[src/rtl/sysbus_mem_arbiter_if.sv]
// Bus bundle between the core/GEMM requesters, the arbiter and the shared data-memory port.
interface sysbus_mem_arbiter_if #(
  parameter int unsigned A_WID  = 32,
  parameter int unsigned C_DWID = 32,
  parameter int unsigned G_DWID = 128
);
  logic              core_req;
  logic              core_we;
  logic [3:0]        core_mask;
  logic [A_WID-1:0]  core_addr;
  logic [C_DWID-1:0] core_wdata;
  logic              core_gnt;
  logic              core_rvalid;
  logic [C_DWID-1:0] core_rdata;

  logic              gemm_req;
  logic              gemm_we;
  logic [A_WID-1:0]  gemm_addr;
  logic [G_DWID-1:0] gemm_wdata;
  logic              gemm_gnt;
  logic              gemm_rvalid;
  logic [G_DWID-1:0] gemm_rdata;

  logic              mem_en;
  logic              mem_we;
  logic              mem_sel;
  logic [3:0]        mem_mask;
  logic [A_WID-1:0]  mem_addr;
  logic [G_DWID-1:0] mem_wdata;
  logic [G_DWID-1:0] mem_rdata;

  modport slave (
    input  core_req, core_we, core_mask, core_addr, core_wdata,
    input  gemm_req, gemm_we, gemm_addr, gemm_wdata,
    input  mem_rdata,
    output core_gnt, core_rvalid, core_rdata,
    output gemm_gnt, gemm_rvalid, gemm_rdata,
    output mem_en, mem_we, mem_sel, mem_mask, mem_addr, mem_wdata
  );

  modport master (
    output core_req, core_we, core_mask, core_addr, core_wdata,
    output gemm_req, gemm_we, gemm_addr, gemm_wdata,
    output mem_rdata,
    input  core_gnt, core_rvalid, core_rdata,
    input  gemm_gnt, gemm_rvalid, gemm_rdata,
    input  mem_en, mem_we, mem_sel, mem_mask, mem_addr, mem_wdata
  );
endinterface

[src/rtl/sysbus_mem_arbiter.sv]
// Core / GEMM arbiter for the shared data-memory port; GEMM bursts are capped at MAX_BURST
// consecutive grants while the core is waiting.
module sysbus_mem_arbiter #(
  parameter int unsigned A_WID     = 32,
  parameter int unsigned C_DWID    = 32,
  parameter int unsigned G_DWID    = 128,
  parameter int unsigned MAX_BURST = 16
) (
  input logic                clk,
  input logic                rst_n,
  sysbus_mem_arbiter_if.slave bus
);

  localparam int unsigned CW = $clog2(MAX_BURST + 1);
  localparam logic [CW-1:0] BMAX = CW'(MAX_BURST);

  typedef enum logic [1:0] {S_IDLE, S_CORE, S_GEMM} state_e;

  state_e        state_q, state_d;
  logic [CW-1:0] burst_q, burst_d;
  logic          core_rvalid_q, gemm_rvalid_q;
  logic          core_win, gemm_win;

  always_comb begin
    core_win = 1'b0;
    gemm_win = 1'b0;
    if (rst_n) begin
      if (bus.core_req && bus.gemm_req) begin
        unique case (state_q)
          S_IDLE:  core_win = 1'b1;
          S_CORE:  gemm_win = 1'b1;
          default: begin
            if (burst_q == BMAX) core_win = 1'b1;
            else                 gemm_win = 1'b1;
          end
        endcase
      end else begin
        core_win = bus.core_req;
        gemm_win = bus.gemm_req;
      end
    end
  end

  always_comb begin
    state_d = S_IDLE;
    burst_d = '0;
    if (core_win) begin
      state_d = S_CORE;
    end else if (gemm_win) begin
      state_d = S_GEMM;
      if (state_q != S_GEMM)  burst_d = CW'(1);
      else if (burst_q == BMAX) burst_d = BMAX;
      else                      burst_d = burst_q + CW'(1);
    end
  end

  always_comb begin
    bus.mem_we    = 1'b0;
    bus.mem_sel   = 1'b0;
    bus.mem_mask  = '0;
    bus.mem_addr  = '0;
    bus.mem_wdata = '0;
    if (core_win) begin
      bus.mem_we    = bus.core_we;
      bus.mem_mask  = bus.core_mask;
      bus.mem_addr  = bus.core_addr;
      bus.mem_wdata = G_DWID'(bus.core_wdata);
    end else if (gemm_win) begin
      bus.mem_we    = bus.gemm_we;
      bus.mem_sel   = 1'b1;
      bus.mem_mask  = '1;
      bus.mem_addr  = bus.gemm_addr;
      bus.mem_wdata = bus.gemm_wdata;
    end
  end

  always_ff @(posedge clk or negedge rst_n) begin
    if (!rst_n) begin
      state_q       <= S_IDLE;
      burst_q       <= '0;
      core_rvalid_q <= 1'b0;
      gemm_rvalid_q <= 1'b0;
    end else begin
      state_q       <= state_d;
      burst_q       <= burst_d;
      core_rvalid_q <= core_win & ~bus.core_we;
      gemm_rvalid_q <= gemm_win & ~bus.gemm_we;
    end
  end

  assign bus.core_gnt    = core_win;
  assign bus.gemm_gnt    = gemm_win;
  assign bus.mem_en      = core_win | gemm_win;
  assign bus.core_rvalid = core_rvalid_q;
  assign bus.gemm_rvalid = gemm_rvalid_q;
  assign bus.core_rdata  = bus.mem_rdata[C_DWID-1:0];
  assign bus.gemm_rdata  = bus.mem_rdata;

endmodule

[src/flat_wrapper.sv]
// flat-port wrapper written by rule: the top's interface ports become plain ports
module sysbus_mem_arbiter_flat 
#(
  parameter int unsigned A_WID     = 32,
  parameter int unsigned C_DWID    = 32,
  parameter int unsigned G_DWID    = 128,
  parameter int unsigned MAX_BURST = 16
)
  (clk, rst_n, bus_core_req, bus_core_we, bus_core_mask, bus_core_addr, bus_core_wdata, bus_gemm_req, bus_gemm_we, bus_gemm_addr, bus_gemm_wdata, bus_mem_rdata, bus_core_gnt, bus_core_rvalid, bus_core_rdata, bus_gemm_gnt, bus_gemm_rvalid, bus_gemm_rdata, bus_mem_en, bus_mem_we, bus_mem_sel, bus_mem_mask, bus_mem_addr, bus_mem_wdata);
  sysbus_mem_arbiter_if #(.A_WID(A_WID), .C_DWID(C_DWID), .G_DWID(G_DWID)) bus_i ();
  input logic clk;
  input logic rst_n;
  input wire logic [$bits(bus_i.core_req)-1:0] bus_core_req;
  input wire logic [$bits(bus_i.core_we)-1:0] bus_core_we;
  input wire logic [$bits(bus_i.core_mask)-1:0] bus_core_mask;
  input wire logic [$bits(bus_i.core_addr)-1:0] bus_core_addr;
  input wire logic [$bits(bus_i.core_wdata)-1:0] bus_core_wdata;
  input wire logic [$bits(bus_i.gemm_req)-1:0] bus_gemm_req;
  input wire logic [$bits(bus_i.gemm_we)-1:0] bus_gemm_we;
  input wire logic [$bits(bus_i.gemm_addr)-1:0] bus_gemm_addr;
  input wire logic [$bits(bus_i.gemm_wdata)-1:0] bus_gemm_wdata;
  input wire logic [$bits(bus_i.mem_rdata)-1:0] bus_mem_rdata;
  output wire logic [$bits(bus_i.core_gnt)-1:0] bus_core_gnt;
  output wire logic [$bits(bus_i.core_rvalid)-1:0] bus_core_rvalid;
  output wire logic [$bits(bus_i.core_rdata)-1:0] bus_core_rdata;
  output wire logic [$bits(bus_i.gemm_gnt)-1:0] bus_gemm_gnt;
  output wire logic [$bits(bus_i.gemm_rvalid)-1:0] bus_gemm_rvalid;
  output wire logic [$bits(bus_i.gemm_rdata)-1:0] bus_gemm_rdata;
  output wire logic [$bits(bus_i.mem_en)-1:0] bus_mem_en;
  output wire logic [$bits(bus_i.mem_we)-1:0] bus_mem_we;
  output wire logic [$bits(bus_i.mem_sel)-1:0] bus_mem_sel;
  output wire logic [$bits(bus_i.mem_mask)-1:0] bus_mem_mask;
  output wire logic [$bits(bus_i.mem_addr)-1:0] bus_mem_addr;
  output wire logic [$bits(bus_i.mem_wdata)-1:0] bus_mem_wdata;
  assign bus_i.core_req = bus_core_req;
  assign bus_i.core_we = bus_core_we;
  assign bus_i.core_mask = bus_core_mask;
  assign bus_i.core_addr = bus_core_addr;
  assign bus_i.core_wdata = bus_core_wdata;
  assign bus_i.gemm_req = bus_gemm_req;
  assign bus_i.gemm_we = bus_gemm_we;
  assign bus_i.gemm_addr = bus_gemm_addr;
  assign bus_i.gemm_wdata = bus_gemm_wdata;
  assign bus_i.mem_rdata = bus_mem_rdata;
  assign bus_core_gnt = bus_i.core_gnt;
  assign bus_core_rvalid = bus_i.core_rvalid;
  assign bus_core_rdata = bus_i.core_rdata;
  assign bus_gemm_gnt = bus_i.gemm_gnt;
  assign bus_gemm_rvalid = bus_i.gemm_rvalid;
  assign bus_gemm_rdata = bus_i.gemm_rdata;
  assign bus_mem_en = bus_i.mem_en;
  assign bus_mem_we = bus_i.mem_we;
  assign bus_mem_sel = bus_i.mem_sel;
  assign bus_mem_mask = bus_i.mem_mask;
  assign bus_mem_addr = bus_i.mem_addr;
  assign bus_mem_wdata = bus_i.mem_wdata;
  sysbus_mem_arbiter #(.A_WID(A_WID), .C_DWID(C_DWID), .G_DWID(G_DWID), .MAX_BURST(MAX_BURST)) u_core (.clk(clk), .rst_n(rst_n), .bus(bus_i));
endmodule
[config.mk]
export PLATFORM = sky130hd
export DESIGN_NAME = sysbus_mem_arbiter_flat
export DESIGN_NICKNAME = d
export VERILOG_FILES = /design/src/rtl/sysbus_mem_arbiter_if.sv /design/src/rtl/sysbus_mem_arbiter.sv /design/src/flat_wrapper.sv
export SDC_FILE = /design/constraint.sdc
export NUM_CORES = 1
export LEC_CHECK = 0
export BUFFER_PORTS_ARGS = -buffer_cell sky130_fd_sc_hd__buf_2
export CAP_MARGIN = 10
export CORE_AREA = 2 2 270 272
export DETAILED_ROUTE_END_ITERATION = 12
export DIE_AREA = 0 0 272 274
export GPL_TIMING_DRIVEN = 1
export PLACE_DENSITY_LB_ADDON = 0.2
export SETUP_SLACK_MARGIN = 0.05
export SLEW_MARGIN = 20
export SYNTH_ARGS = -nofsm -noshare
export SYNTH_HDL_FRONTEND = slang
export SYNTH_SLANG_ARGS = --single-unit
export TNS_END_PERCENT = 20
[constraint.sdc]
create_clock -name clk -period 2.5 [get_ports clk]
set_input_delay 0.625 -clock clk [delete_from_list [all_inputs] [get_ports clk]]
set_output_delay 0.625 -clock clk [all_outputs]
set_load 0.1 [all_outputs]
Word level (Yosys, flattened, before mapping)
Cells that the tools add are included.

storage, ports and cells
  word-level logic and storage cells = 39
  input bits = 362
  register bits after elaboration = 9
  output and inout port bits = 331

operators by class
  reduce and logical (&&, ||, !) cells = 2
  add/subtract/negate cells = 1
  mux-type cells = 24
  bitwise operators = 5
  eq/ne operators = 3

operator list
  kind                                            number
  2-to-1 mux 128 bit                              2
  2-to-1 mux 32 bit                               2
  2-to-1 mux 5 bit                                4
  2-to-1 mux 1 bit                                10
  2-to-1 mux 4 bit                                2
  adder 5 x 1 -> 5 bit (second input constant)    1
  == test 5 bit (second input constant)           1
  2-to-1 mux 2 bit                                2
  one-hot mux 1 bit (2 select lines)              2
  bitwise AND 1 bit                               2
  == test 2 x 1 -> 1 bit (second input constant)  1
  logical NOT 2 bit                               1
  != test 2 bit (second input constant)           1
  NOT 1 bit                                       2
  logical AND 1 bit                               1
  bitwise OR 1 bit                                1

Depth between registers and ports, before layout
  word-level depth = 7
  gate-level depth with buffers = 8
  gate-level depth less buffers = 6

Least setup slack after synthesis
Ideal clock, no wire load.

  path type = input -> output
  start = input port bus_core_req
  end = output port bus_mem_wdata[24]
  stages on the path = 5
  arrival = 3.583 ns
  required time = 1.875 ns
  path slack = -1.708 ns
  buffers on the path = 3
  cells stage by stage = buf_4 -> nand2_1 -> clkbuf_1 -> clkbuf_1 -> o32ai_1

between the ends
  cells in the longest elaborated chain, start to end = 5
  elaborated cells on any way between the ends = 7
  those cells by class = mux: 6; reduce/logical: 1

ends and longest elaborated chain
  item                    RTL line                  RTL
  start, declared         flat_wrapper.sv:13        input wire logic [$bits(bus_i.core_req)-1:0] bus_core_req;
  logical AND 1 bit       sysbus_mem_arbiter.sv:28  if (bus.core_req && bus.gemm_req) begin
  2-to-1 mux 1 bit        sysbus_mem_arbiter.sv:28
  2-to-1 mux 1 bit        sysbus_mem_arbiter.sv:27  if (rst_n) begin
  2-to-1 mux 128 bit      sysbus_mem_arbiter.sv:68  end else if (gemm_win) begin
  2-to-1 mux 128 bit (*)  sysbus_mem_arbiter.sv:63  if (core_win) begin
  end, declared           flat_wrapper.sv:34        output wire logic [$bits(bus_i.mem_wdata)-1:0] bus_mem_wdata;

Every way passes the cells marked *; elsewhere a longest branch is shown, timed or not.

Worst setup path in the final report
  start = input port bus_core_req
  end = output port bus_mem_wdata[78]

The elaborated chain is that of the path after synthesis.

==> results.md <==
- Share of layout cells above drive strength 1: 0.793
- Cells after Synth: between 500 and 600
- Dominant cell type by area after synthesis: buf_4
- Initial core utilization: 0.0489
- Seq pwr share: 0.049
- Fin util: 0.147
- DR pass1 iterations: 4
- Overflow after GRT: 0
- Min Hold Slack: 523 ps
- Fin. Hold Viols: 0
- Layout area overhead: 201%
- Antenna Nets Post-Route: 0
- Post-route minimum period: between 2000 and 3000 ps
- Critical path class: in2out
- Clock slew at reported path FFs: 40 ps
- Unrepaired setup endpoints after global routing: true
- Comb pwr share: 0.860
- Final setup viols: 167
- Final #Nets: 1187
- TritonCTS clock tree: built
- Pleak: ~0.0046 uW
- Switching pwr: 1710 uW
- FFs w/ async S/R, synth: 1.00
- Drt initial violations: 81
- Drt drc: 0
- CP required: 1880 ps
- Total CTS buffers: 3
- Port Buffers: between 400 and 500
- Post-synthesis cell area: 3520 um^2
- Max Transition Viols Final: 0
- CP Launch Type: input port
- HPWL after detailed placement: 22.8 mm
- Sw frac: 0.543
- PwrDens: 297 nW/um^2
- Die width: approximately 270 um
- Number of synthesized flops with an enable pin: 0
- Avg Vias per Cell: 2.58
- Boundary pin count: about 690
- Tightest Pin Transition: 574 ps
- Top_reg_cell synth: dfrtp_1
- DRT Wirelength: around 28 mm
- Clock skew: roughly 3.3 ps
- Initial antenna violation count: 12
- Placer Congestion: 0.708
- YS warnings: 0
- Vias: 4599
- Clk_lat worst skew: 240 ps
- Commonest cells in the netlist: buf_4, inv_1, and2_1
- Top cell type's share of synthesized area: 0.346
- CTS Buffer Depth: 2
- Fin crit share: 1.08
- Register bit total from synthesis: 9
- Cell Int Power: about 1400 uW
- Clock root buffer master: clkbuf_16
- Mapped Nets: 902
- DIE AREA: ~75000 um^2
- First-pass GRT wire length: 36.1 mm
- Largest net degree at the start of global routing: 43
- # rows: 99
- Vias in the first global route: ~5000
- Hold Crit Class: in2async
- DIE HEIGHT: 274 um
- Top cells by area, synth: buf_4, and2_1, o32ai_1
- Critical Path Fanout Max: 5
- CTS sink count: 9
- Status: finished with violations
- Critical Path End Type: output port
- GRT Overall Usage: 0.0661
- Achievable Freq: 0.371 GHz
- Yosys cell types: 27
- Syn_area_per_cell: between 6 and 7 um^2
- Worst EP arrival: 2070 ps
- DR WL/cell: roughly 16 um
- Core ar.: about 72000 um^2
- Failing checks: negative setup slack
- Slew margin rel.: 0.617
- Setup ws final: -197 ps
- Top-count cell post-synth: buf_4
- Register area share after synthesis: 0.0640
- Number of H-tree levels: 1
- Clock power share: 0.092
- Non-Filler Instances: 1782
- # placed instances: roughly 1800
- VDD IR max: 139 uV
- Max-cap viol count: 0
final timing paths:
path                            cells past startpoint              start                      to  slack (ps)
min in group clk                                    2        bus_core_we  u_core.bus.core_rvalid         570
worst min-delay path                                3              rst_n  u_core.bus.gemm_rvalid         520
worst min register to register                      3  u_core.burst_q[3]       u_core.burst_q[3]         670
worst max register to register                     10  u_core.burst_q[0]       u_core.burst_q[1]         670
worst max-delay path                                9       bus_core_req       bus_mem_wdata[78]        -200
max in group asynchronous                           3              rst_n       u_core.burst_q[1]        1790
power by group through the flow:
| stage | Clock, uW | Sequential (uW) | Combinational [uW] |
|---|---|---|---|
| detailed placement | 0 | 155 | 2480 |
| global placement | 0 | 155 | 2480 |
| finish | 288 | 153 | 2700 |
| global route | 312 | 153 | 2810 |
| floorplan | 0 | 164 | 2800 |
| CTS | 297 | 153 | 2680 |
cells in the final DEF, fill, tap and decap left out, types with 2 or more instances in the layout:
cell type  netlist  layout
and2_4           0      95
buf_12           0     179
buf_16           0      10
buf_2            3     234
buf_4          162      30
buf_6            3       9
buf_8            0       2
clkbuf_16        0      11
dfrtp_1          9       9
inv_1          133     130
inv_2            1       2
nand2_1         12      11
nand3_1          2       2
nor2_1           3       2
nor3_1           3       3
o21a_4           0       4
o21ai_0          2       2
o32ai_4          0      65
xor2_1           2       2
per-layer routing:
| layer | share of wire | GRT usage |
|---|---|---|
| met4 | 0.040 | 0.0269 |
| met3 | 0.13 | 0.0405 |
| met1 | 0.33 | 0.0646 |
| met5 | 0.0042 | 0 |
| met2 | 0.50 | 0.113 |
layout make-up:
cell class | instances | area, um^2
Inverter | 134 | 514
Multi-Input combinational cell | 203 | 2990
Sequential cell | 9 | 225
Fill cell | 8117 | 61400
Tap cell | 959 | 1200
Timing Repair Buffer | 472 | 5590
Clock buffer | 4 | 78.8
Antenna cell | 1 | 2.50
sequential cells by signal, summed over array words and instances, names as in the netlist:
register,flops
u_core.burst_q,5
u_core.bus.core_rvalid,1
u_core.bus.gemm_rvalid,1
u_core.state_q,2
worst max-delay path: stages:
cell and delay (ps):
buf_4 110, or3b_4 390, o211ai_4 80, buf_4 160, inv_8 50, buf_12 140
clkbuf_16 170, and2_4 170, buf_12 160
stage by stage:
stage / area, um^2 / power, uW / setup TNS [ps] / setup slack (ps)
5_1_grt: 10600 / 3280 / -34670 / -264
3_3_place_gp: 9480 / 2630 / -30740 / -293
2_1_floorplan: 5130 / 2960 / -13740 / -180
6_report: 10600 / 3150 / -22070 / -197
4_1_cts: 10300 / 3130 / -23060 / -234
3_5_place_dp: 9480 / 2630 / -28990 / -277
cell families after synthesis:
| group | after synthesis | synth area share |
|---|---|---|
| AO/OA/AOI/OAI | 75 | 0.183 |
| XOR/XNOR | 3 | 0.00747 |
| adder cells (fa/ha/maj) | 2 | 0.00711 |
| buffers and inverters | 326 | 0.528 |
| flip-flops | 9 | 0.0640 |
| AND/OR/NAND/NOR | 123 | 0.210 |
timing repair:
item,CTS,global route
gates resized for setup,193,22
setup endpoints to repair,168,168
setup buffers,5,2
hold buffers,0,0
pin swaps,98,3
cloned,5,10
(Power assumes the default switching activity.)
